==> src/rtl/mtr_pkg.sv <==
// mtr_pkg: shared types and constants for the motor ramp block.
//   ramp_state_t : per-side FSM state (TRACK, HOLD, STOP)
//   duty_t       : signed duty / speed word
//   clamp_target : folds -2048 onto -2047 and masks the demand with `moving`
package mtr_pkg;

  localparam int unsigned DUTY_W   = 12;
  localparam int          DUTY_MAX = 2047;
  localparam int          DUTY_MIN = -2047;
  localparam int unsigned FAST_DIV = 16;

  typedef enum logic [1:0] {
    TRACK = 2'd0,
    HOLD  = 2'd1,
    STOP  = 2'd2
  } ramp_state_t;

  typedef logic signed [DUTY_W-1:0] duty_t;

  // Symmetric clamp of a raw demand, zeroed when the robot is not moving.
  function automatic duty_t clamp_target(input duty_t spd, input logic moving);
    if (!moving) begin
      return '0;
    end else if (spd < duty_t'(DUTY_MIN)) begin
      return duty_t'(DUTY_MIN);
    end else if (spd > duty_t'(DUTY_MAX)) begin
      return duty_t'(DUTY_MAX);
    end
    return spd;
  endfunction

endpackage

==> src/rtl/mtr_ramp_side.sv <==
// mtr_ramp_side: slew limiter for one motor side (FSM, hold counter, duty reg).
//   clk, rst_n  : clock, async active-low reset
//   tick        : one-cycle ramp strobe
//   estop       : forces duty to 0 on the next edge
//   target      : clamped, masked speed target
//   duty        : registered ramped duty
//   duty_nxt_c  : next-state duty (combinational)
//   hold_nxt_c  : next state is HOLD (combinational)
// Build option: MTR_RAMP_REVERSAL_HOLD_EN enables the zero-duty dwell on
// reversal and after estop release.
module mtr_ramp_side
  import mtr_pkg::*;
#(
`ifdef MTR_RAMP_REVERSAL_HOLD_EN
  parameter int unsigned ZERO_HOLD = 8,
`endif
  parameter int unsigned STEP      = 4
) (
  input  logic  clk,
  input  logic  rst_n,
  input  logic  tick,
  input  logic  estop,
  input  duty_t target,
  output duty_t duty,
  output duty_t duty_nxt_c,
  output logic  hold_nxt_c
);

  localparam int unsigned EXT_W = DUTY_W + 1;

  ramp_state_t state, state_nxt;

  logic signed [EXT_W-1:0] duty_x, eff_x, step_s, diff, ramped;
  duty_t eff_tgt, duty_step;

`ifdef MTR_RAMP_REVERSAL_HOLD_EN
  localparam int unsigned HOLD_W = 8;
  logic [HOLD_W-1:0] hold_cnt, hold_cnt_nxt;
  logic hold_pos, hold_neg, hold_pos_nxt, hold_neg_nxt;
  logic reversing;
  logic sign_match;
`endif

  // One ramp step toward the effective target (0 while reversing with dwell).
  always_comb begin : ramp_calc
`ifdef MTR_RAMP_REVERSAL_HOLD_EN
    reversing = (duty != '0) && (target != '0) &&
                (duty[DUTY_W-1] != target[DUTY_W-1]);
    eff_tgt   = reversing ? '0 : target;
`else
    eff_tgt   = target;
`endif
    duty_x = {duty[DUTY_W-1], duty};
    eff_x  = {eff_tgt[DUTY_W-1], eff_tgt};
    step_s = EXT_W'(STEP);
    diff   = eff_x - duty_x;
    if (diff > step_s) begin
      ramped = duty_x + step_s;
    end else if (diff < -step_s) begin
      ramped = duty_x - step_s;
    end else begin
      ramped = eff_x;
    end
    duty_step = duty_t'(ramped);
  end

  // Next-state / next-duty logic; estop overrides everything.
  always_comb begin : next_state
    state_nxt  = state;
    duty_nxt_c = duty;
`ifdef MTR_RAMP_REVERSAL_HOLD_EN
    hold_cnt_nxt = hold_cnt;
    hold_pos_nxt = hold_pos;
    hold_neg_nxt = hold_neg;
    sign_match   = (hold_pos && !target[DUTY_W-1]) ||
                   (hold_neg &&  target[DUTY_W-1]);
`endif

    case (state)
      TRACK: begin
        if (tick) begin
          duty_nxt_c = duty_step;
`ifdef MTR_RAMP_REVERSAL_HOLD_EN
          if (reversing && (duty_step == '0)) begin
            state_nxt    = HOLD;
            hold_cnt_nxt = '0;
            hold_pos_nxt = ~duty[DUTY_W-1];
            hold_neg_nxt = duty[DUTY_W-1];
          end
`endif
        end
      end
`ifdef MTR_RAMP_REVERSAL_HOLD_EN
      HOLD: begin
        duty_nxt_c = '0;
        // Abandon the dwell if the reversal request went away.
        if ((target == '0) || sign_match) begin
          state_nxt = TRACK;
        end else if (tick) begin
          if (hold_cnt == HOLD_W'(ZERO_HOLD - 1)) begin
            state_nxt = TRACK;
          end else begin
            hold_cnt_nxt = hold_cnt + 1'b1;
          end
        end
      end
`endif
      STOP: begin
        duty_nxt_c = '0;
        if (!estop) begin
`ifdef MTR_RAMP_REVERSAL_HOLD_EN
          // No previous direction: dwell runs the full count before restart.
          state_nxt    = HOLD;
          hold_cnt_nxt = '0;
          hold_pos_nxt = 1'b0;
          hold_neg_nxt = 1'b0;
`else
          state_nxt    = TRACK;
`endif
        end
      end
      default: begin
        state_nxt  = TRACK;
        duty_nxt_c = '0;
      end
    endcase

    if (estop) begin
      state_nxt  = STOP;
      duty_nxt_c = '0;
    end

    hold_nxt_c = (state_nxt == HOLD);
  end

  // State, duty and hold registers.
  always_ff @(posedge clk or negedge rst_n) begin
    if (!rst_n) begin
      state    <= TRACK;
      duty     <= '0;
`ifdef MTR_RAMP_REVERSAL_HOLD_EN
      hold_cnt <= '0;
      hold_pos <= 1'b0;
      hold_neg <= 1'b0;
`endif
    end else begin
      state    <= state_nxt;
      duty     <= duty_nxt_c;
`ifdef MTR_RAMP_REVERSAL_HOLD_EN
      hold_cnt <= hold_cnt_nxt;
      hold_pos <= hold_pos_nxt;
      hold_neg <= hold_neg_nxt;
`endif
    end
  end

endmodule

==> src/rtl/mtr_ramp.sv <==
// mtr_ramp: slew-rate limiter and reversal guard between PID and mtr_drv.
//   clk, rst_n             : 50 MHz clock, async active-low reset
//   lft_spd_in, rght_spd_in: signed speed demands from PID
//   moving                 : 0 forces both targets to 0
//   estop                  : synchronized bump stop, zeroes duties next edge
//   lft_duty, rght_duty    : ramped duties to mtr_drv
//   at_target              : both sides at clamped target and not dwelling
// Build option: MTR_RAMP_REVERSAL_HOLD_EN enables the zero-duty dwell.
module mtr_ramp
  import mtr_pkg::*;
#(
  parameter int unsigned STEP      = 4,
  parameter int unsigned RAMP_DIV  = 1024,
  parameter int unsigned ZERO_HOLD = 8,
  parameter int unsigned FAST_SIM  = 1
) (
  input  logic                     clk,
  input  logic                     rst_n,
  input  logic signed [DUTY_W-1:0] lft_spd_in,
  input  logic signed [DUTY_W-1:0] rght_spd_in,
  input  logic                     moving,
  input  logic                     estop,
  output logic signed [DUTY_W-1:0] lft_duty,
  output logic signed [DUTY_W-1:0] rght_duty,
  output logic                     at_target
);

  localparam int unsigned DIV_N = (FAST_SIM != 0) ? FAST_DIV : RAMP_DIV;
  localparam int unsigned CNT_W = (DIV_N > 1) ? $clog2(DIV_N) : 1;

  if ((STEP < 1) || (STEP > 255) || (ZERO_HOLD < 1) || (ZERO_HOLD > 255) ||
      (DIV_N < 1)) begin : g_bad_cfg
    $error("mtr_ramp: STEP/ZERO_HOLD must be 1..255 and the divider nonzero");
  end

  logic [CNT_W-1:0] tick_cnt;
  logic             tick;
  duty_t            lft_tgt, rght_tgt;
  duty_t            lft_nxt, rght_nxt;
  logic             lft_hold_nxt, rght_hold_nxt;

  // Free-running ramp divider; tick at terminal count.
  assign tick = (tick_cnt == CNT_W'(DIV_N - 1));

  always_ff @(posedge clk or negedge rst_n) begin
    if (!rst_n) begin
      tick_cnt <= '0;
    end else if (tick) begin
      tick_cnt <= '0;
    end else begin
      tick_cnt <= tick_cnt + 1'b1;
    end
  end

  // Clamped, motion-masked targets.
  assign lft_tgt  = clamp_target(lft_spd_in, moving);
  assign rght_tgt = clamp_target(rght_spd_in, moving);

  mtr_ramp_side #(
`ifdef MTR_RAMP_REVERSAL_HOLD_EN
    .ZERO_HOLD (ZERO_HOLD),
`endif
    .STEP      (STEP)
  ) u_lft (
    .clk        (clk),
    .rst_n      (rst_n),
    .tick       (tick),
    .estop      (estop),
    .target     (lft_tgt),
    .duty       (lft_duty),
    .duty_nxt_c (lft_nxt),
    .hold_nxt_c (lft_hold_nxt)
  );

  mtr_ramp_side #(
`ifdef MTR_RAMP_REVERSAL_HOLD_EN
    .ZERO_HOLD (ZERO_HOLD),
`endif
    .STEP      (STEP)
  ) u_rght (
    .clk        (clk),
    .rst_n      (rst_n),
    .tick       (tick),
    .estop      (estop),
    .target     (rght_tgt),
    .duty       (rght_duty),
    .duty_nxt_c (rght_nxt),
    .hold_nxt_c (rght_hold_nxt)
  );

  // Registered from next-state values so it aligns with the duty update.
  always_ff @(posedge clk or negedge rst_n) begin
    if (!rst_n) begin
      at_target <= 1'b1;
    end else begin
      at_target <= (lft_nxt == lft_tgt) && (rght_nxt == rght_tgt) &&
                   !lft_hold_nxt && !rght_hold_nxt;
    end
  end

endmodule

==> config.mk <==
export PLATFORM = sky130hd
export DESIGN_NAME = mtr_ramp
export DESIGN_NICKNAME = d
export VERILOG_FILES = /design/src/rtl/mtr_pkg.sv /design/src/rtl/mtr_ramp_side.sv /design/src/rtl/mtr_ramp.sv
export SDC_FILE = /design/constraint.sdc
export NUM_CORES = 1
export LEC_CHECK = 0
export ABC_AREA = 1
export CORE_MARGIN = 2
export CORE_UTILIZATION = 30
export CTS_BUF_LIST = sky130_fd_sc_hd__clkbuf_4 sky130_fd_sc_hd__clkbuf_8 sky130_fd_sc_hd__clkbuf_16
export DETAILED_ROUTE_END_ITERATION = 10
export PLACE_DENSITY = 0.44
export SETUP_SLACK_MARGIN = 0.1
export SYNTH_ARGS = -nofsm -noshare
export SYNTH_HDL_FRONTEND = slang
export SYNTH_SLANG_ARGS = --single-unit
==> constraint.sdc <==
create_clock -name clk -period 3.1 [get_ports clk]
set_input_delay 0.62 -clock clk [delete_from_list [all_inputs] [get_ports clk]]
set_output_delay 0.62 -clock clk [all_outputs]
set_load 0.01 [all_outputs]
==> impl_table.tex <==
\begin{tabular}{lr}
\hline
Metric & Value \\
\hline
\multicolumn{2}{l}{\textbf{Run status}} \\
Status & complete, but fails checks \\
Violations in the final reports & setup timing \\
\multicolumn{2}{l}{\textbf{Synthesis}} \\
Dominant synthesized flop cell & sky130\_fd\_sc\_hd\_\_dfrtp\_1 \\
Post-synthesis area per instance & approximately 5.7 sq um \\
Post-synthesis async set-or-reset flop share & 1.00 \\
Mapped cell area & between 5000 and 6000 sq um \\
Number of flops mapped to enable cells by yosys & 0 \\
Largest area contributor in the netlist & sky130\_fd\_sc\_hd\_\_nand2\_1 \\
Yosys synthesis warning count & 0 \\
Fraction of post-synthesis cell area in the top cell type by area & 0.224 \\
Top area cells in the synthesized netlist & sky130\_fd\_sc\_hd\_\_nand2\_1 22\%, sky130\_fd\_sc\_hd\_\_dfrtp\_1 16\%, sky130\_fd\_sc\_hd\_\_nand3\_1 13\% \\
Most used standard cells in the synthesized netlist & 305 x sky130\_fd\_sc\_hd\_\_nand2\_1, 164 x sky130\_fd\_sc\_hd\_\_inv\_1, 137 x sky130\_fd\_sc\_hd\_\_nand3\_1 \\
Post-synthesis instance total & roughly 900 \\
Number of library cell types mapped by synthesis & 38 \\
FF+latch count, synth & 33 \\
Most common cell in the synthesized netlist & sky130\_fd\_sc\_hd\_\_nand2\_1 \\
Part of the Yosys area used for sequential elements & 0.162 \\
\multicolumn{2}{l}{\textbf{STA}} \\
Final-report max-slew violation count & 0 \\
Setup TNS Final & -9180 ps \\
Relative slew slack & 0.423 \\
Final Hold Viols & 0 \\
Period utilisation layout & 1.23 \\
Time the worst path needs with I/O delays and setup & approximately 3800 ps \\
Final setup violating endpoints & 25 \\
Worst setup margin & -728 ps \\
Min Hold Slack & between 400 and 500 ps \\
RSZ-0062 raised after global routing & yes \\
Fmax & between 200 and 300 MHz \\
Worst-Margin Slew & between 800 and 900 ps \\
Clock tree skew after final layout & 7.05 ps \\
\multicolumn{2}{l}{\textbf{Route}} \\
Via density & approximately 4.8 \\
WL per Instance & roughly 16 microns \\
Count of antenna-violating nets left after detailed routing & 0 \\
DRC errors left & 0 \\
Top layer used by detailed routing & met4 \\
First-pass detailed-route iteration total & 5 \\
Starting DRC count in detailed routing & between 400 and 500 \\
M1 WL & about 11,000 microns \\
Vias after detailed routing & 6,750 \\
Length of routed met3 wiring & about 960 microns \\
Routed wl met2 & between 10,000 and 15,000 microns \\
Routed wire length & between 20,000 and 25,000 microns \\
\multicolumn{2}{l}{\textbf{Floorplan}} \\
Cell Rows & 47 \\
Starting density of the core & 0.308 \\
Core box area & about 17,000 sq um \\
Area of the die & $\sim$18,000 sq um \\
Die Span X & between 100 and 150 microns \\
Chip height & 134 microns \\
Number of top-level pins & 53 \\
\multicolumn{2}{l}{\textbf{CTS}} \\
Clock network latency to the later pin of the worst-skew pair & around 290 ps \\
Number of buffers created by CTS & 5 \\
Total number of clock tree sinks & 33 \\
TritonCTS clock tree & done \\
Buffer type at the clock tree root & sky130\_fd\_sc\_hd\_\_clkbuf\_16 \\
CTS hold repair buffers & 0 \\
Number of buffers on the longest clock path & 2 \\
H-tree Lvls & 2 \\
CTS clock-pin slew for the worst setup and hold paths & 60 ps \\
\multicolumn{2}{l}{\textbf{GRT}} \\
First-pass GRT wire length & 33,900 microns \\
Via count of the first global-routing pass & 6,454 \\
Largest net degree at the start of global routing & 34 \\
Number of antenna violations at the first check in global routing & 0 \\
Sum of overflow across all layers after global routing & 0 \\
GRT Resource Usage Total & 0.240 \\
\multicolumn{2}{l}{\textbf{Placement}} \\
Detailed placement HPWL & approximately 16,000 microns \\
Final RePlAce weighted congestion & between 0.8 and 0.9 \\
Port-buffer cells & 52 \\
\multicolumn{2}{l}{\textbf{Setup path}} \\
Reg2Reg Launch Point & u\_rght.duty[0] \\
End of the worst register-to-register path & at\_target \\
Arr. time, crit path & between 4000 and 5000 ps \\
Worst R2R Path Depth & 21 \\
Required time of the worst setup path & 3330 ps \\
Critical Path Sink Type & register \\
Critical path start-end classification & in -> reg \\
Kind of start point of the critical path & primary input \\
Highest fanout seen on the critical path & 7 \\
Minimum setup slack among reg-to-reg paths & about 70 ps \\
\multicolumn{2}{l}{\textbf{Finish}} \\
Post-layout nets & $\sim$1,300 \\
Diode count & 0 \\
Final core utilization & 0.553 \\
Layout cell share with drive strength beyond 1 & 0.470 \\
Area added between synthesis and finish & 79.6\% \\
\multicolumn{2}{l}{\textbf{Pwr}} \\
Post-layout power & roughly 2.2 mW \\
Peak supply drop & between 150 and 200 uV \\
Power density relative to cell area & 239 nW/um\^{}2 \\
P\_leak & 4.87 nW \\
\multicolumn{2}{l}{\textbf{Worst hold path}} \\
Class of the most critical hold timing path & in -> async \\
\multicolumn{2}{l}{\textbf{Flow run}} \\
Number of violations of the max-capacitance limit & 0 \\
\hline
\end{tabular}
-- cell type report --
class                           count  area (sq um)
Fill cell                        1681          7410
Multi-Input combinational cell    679          4680
Timing Repair Buffer              300          2540
Sequential cell                    33           827
Inverter                          174           663
Tap cell                          220           275
Clock buffer                        7           146
Clock inverter                      1          30.0
Timing Repair inverter              1          6.26
-- worst max path at each step --
stage                   start  depth (start not counted)  slack (ps)         to
2_1_floorplan  rght_spd_in[9]                         26        -420  at_target
6_report       rght_spd_in[8]                         26        -730  at_target
3_5_place_dp   rght_spd_in[4]                         30       -1640  at_target
5_1_grt        rght_spd_in[8]                         29        -960  at_target
4_1_cts        rght_spd_in[7]                         28        -740  at_target
3_3_place_gp   rght_spd_in[4]                         28       -1630  at_target
-- through the flow --
stage               cells  cell area, sq um  worst slack, ps
floorplan             898              5230             -419
global placement     1338              7270            -1630
detailed placement   1338              7270            -1640
CTS                  1398              8330             -736
global route         1415              9170             -959
finish               1415              9170             -728
-- logic make-up (layout without fill, tap and decap cells) --
| kind of cell | count (synthesis) | in the layout | synth area share |
|---|---|---|---|
| XOR/XNOR | 35 | 35 | 0.0630 |
| AO/OA/AOI/OAI | 36 | 36 | 0.0360 |
| flip-flops | 33 | 33 | 0.162 |
| AND/OR/NAND/NOR | 572 | 575 | 0.505 |
| adder cells (fa/ha/maj) | 31 | 31 | 0.0789 |
| buffers and inverters | 189 | 483 | 0.154 |
| other | 1 | 2 | 0.000734 |
-- placed cells by master (no fill, tap or decap), types with 10 or more instances in the layout --
master                            netlist  routed
sky130_fd_sc_hd__ha_4                   0      15
sky130_fd_sc_hd__nand2_1              305     214
sky130_fd_sc_hd__nand3_2                6      49
sky130_fd_sc_hd__ha_1                  29      14
sky130_fd_sc_hd__inv_2                  4      35
sky130_fd_sc_hd__nand2_2                8      78
sky130_fd_sc_hd__a21oi_1               32      20
sky130_fd_sc_hd__nand4_1               22      22
sky130_fd_sc_hd__nand2_4                3      22
sky130_fd_sc_hd__nand3_4                3      12
sky130_fd_sc_hd__nor2_1                56      30
sky130_fd_sc_hd__inv_1                164     131
sky130_fd_sc_hd__xor2_1                28      27
sky130_fd_sc_hd__dfrtp_1               32      32
sky130_fd_sc_hd__clkdlybuf4s50_1        0      26
sky130_fd_sc_hd__buf_6                  4      43
sky130_fd_sc_hd__buf_4                  1     205
sky130_fd_sc_hd__a21oi_2                0      10
sky130_fd_sc_hd__nor3_1                11      10
sky130_fd_sc_hd__nand3_1              137      85
sky130_fd_sc_hd__nor2_2                 8      26
-- sequential cells by signal (all words and copies together) (netlist names) --
name          count
u_lft.duty       12
at_target         1
u_lft.state       2
tick_cnt          4
u_rght.duty      12
u_rght.state      2
-- metal layers --
| metal | track usage | vias to the layer above |
|---|---|---|
| met1 | 0.341 | 3161 |
| met5 | 0 | - |
| met4 | 0.0468 | 0 |
| li1 | - | 3408 |
| met2 | 0.390 | 160 |
| met3 | 0.0315 | 21 |
-- critical path, cell delays in order --
cell and delay (ps):
sky130_fd_sc_hd__buf_8 100, sky130_fd_sc_hd__nor4_4 360, sky130_fd_sc_hd__nand3_4 160, sky130_fd_sc_hd__a21oi_4 190, sky130_fd_sc_hd__inv_2 70, sky130_fd_sc_hd__ha_4 160, sky130_fd_sc_hd__fa_2 390, sky130_fd_sc_hd__inv_2 110
sky130_fd_sc_hd__nand3_4 100, sky130_fd_sc_hd__nand2_4 100, sky130_fd_sc_hd__nand2_4 50, sky130_fd_sc_hd__nand2_4 100, sky130_fd_sc_hd__buf_6 110, sky130_fd_sc_hd__xnor2_2 50, sky130_fd_sc_hd__nor2_2 130, sky130_fd_sc_hd__nand3_4 190
sky130_fd_sc_hd__buf_6 200, sky130_fd_sc_hd__nand3_2 80, sky130_fd_sc_hd__nand3_4 70, sky130_fd_sc_hd__nand2_4 80, sky130_fd_sc_hd__a21oi_2 80, sky130_fd_sc_hd__a21oi_2 150, sky130_fd_sc_hd__nand3_2 110, sky130_fd_sc_hd__nor2_4 100
sky130_fd_sc_hd__nand2_1 60, sky130_fd_sc_hd__nor2_1 90
-- power by group --
group	switching (mW)	internal, mW
logic	0.634	0.494
registers	0.00193	0.435
clock network	0.213	0.411
total	0.850	1.34
-- timing repair --
item	CTS	global route
cloned	6	1
gates resized for setup	210	202
setup buffers	54	27
pin swaps	67	109
setup endpoints to repair	25	25
Note: power is estimated with default switching activity, not from simulation.
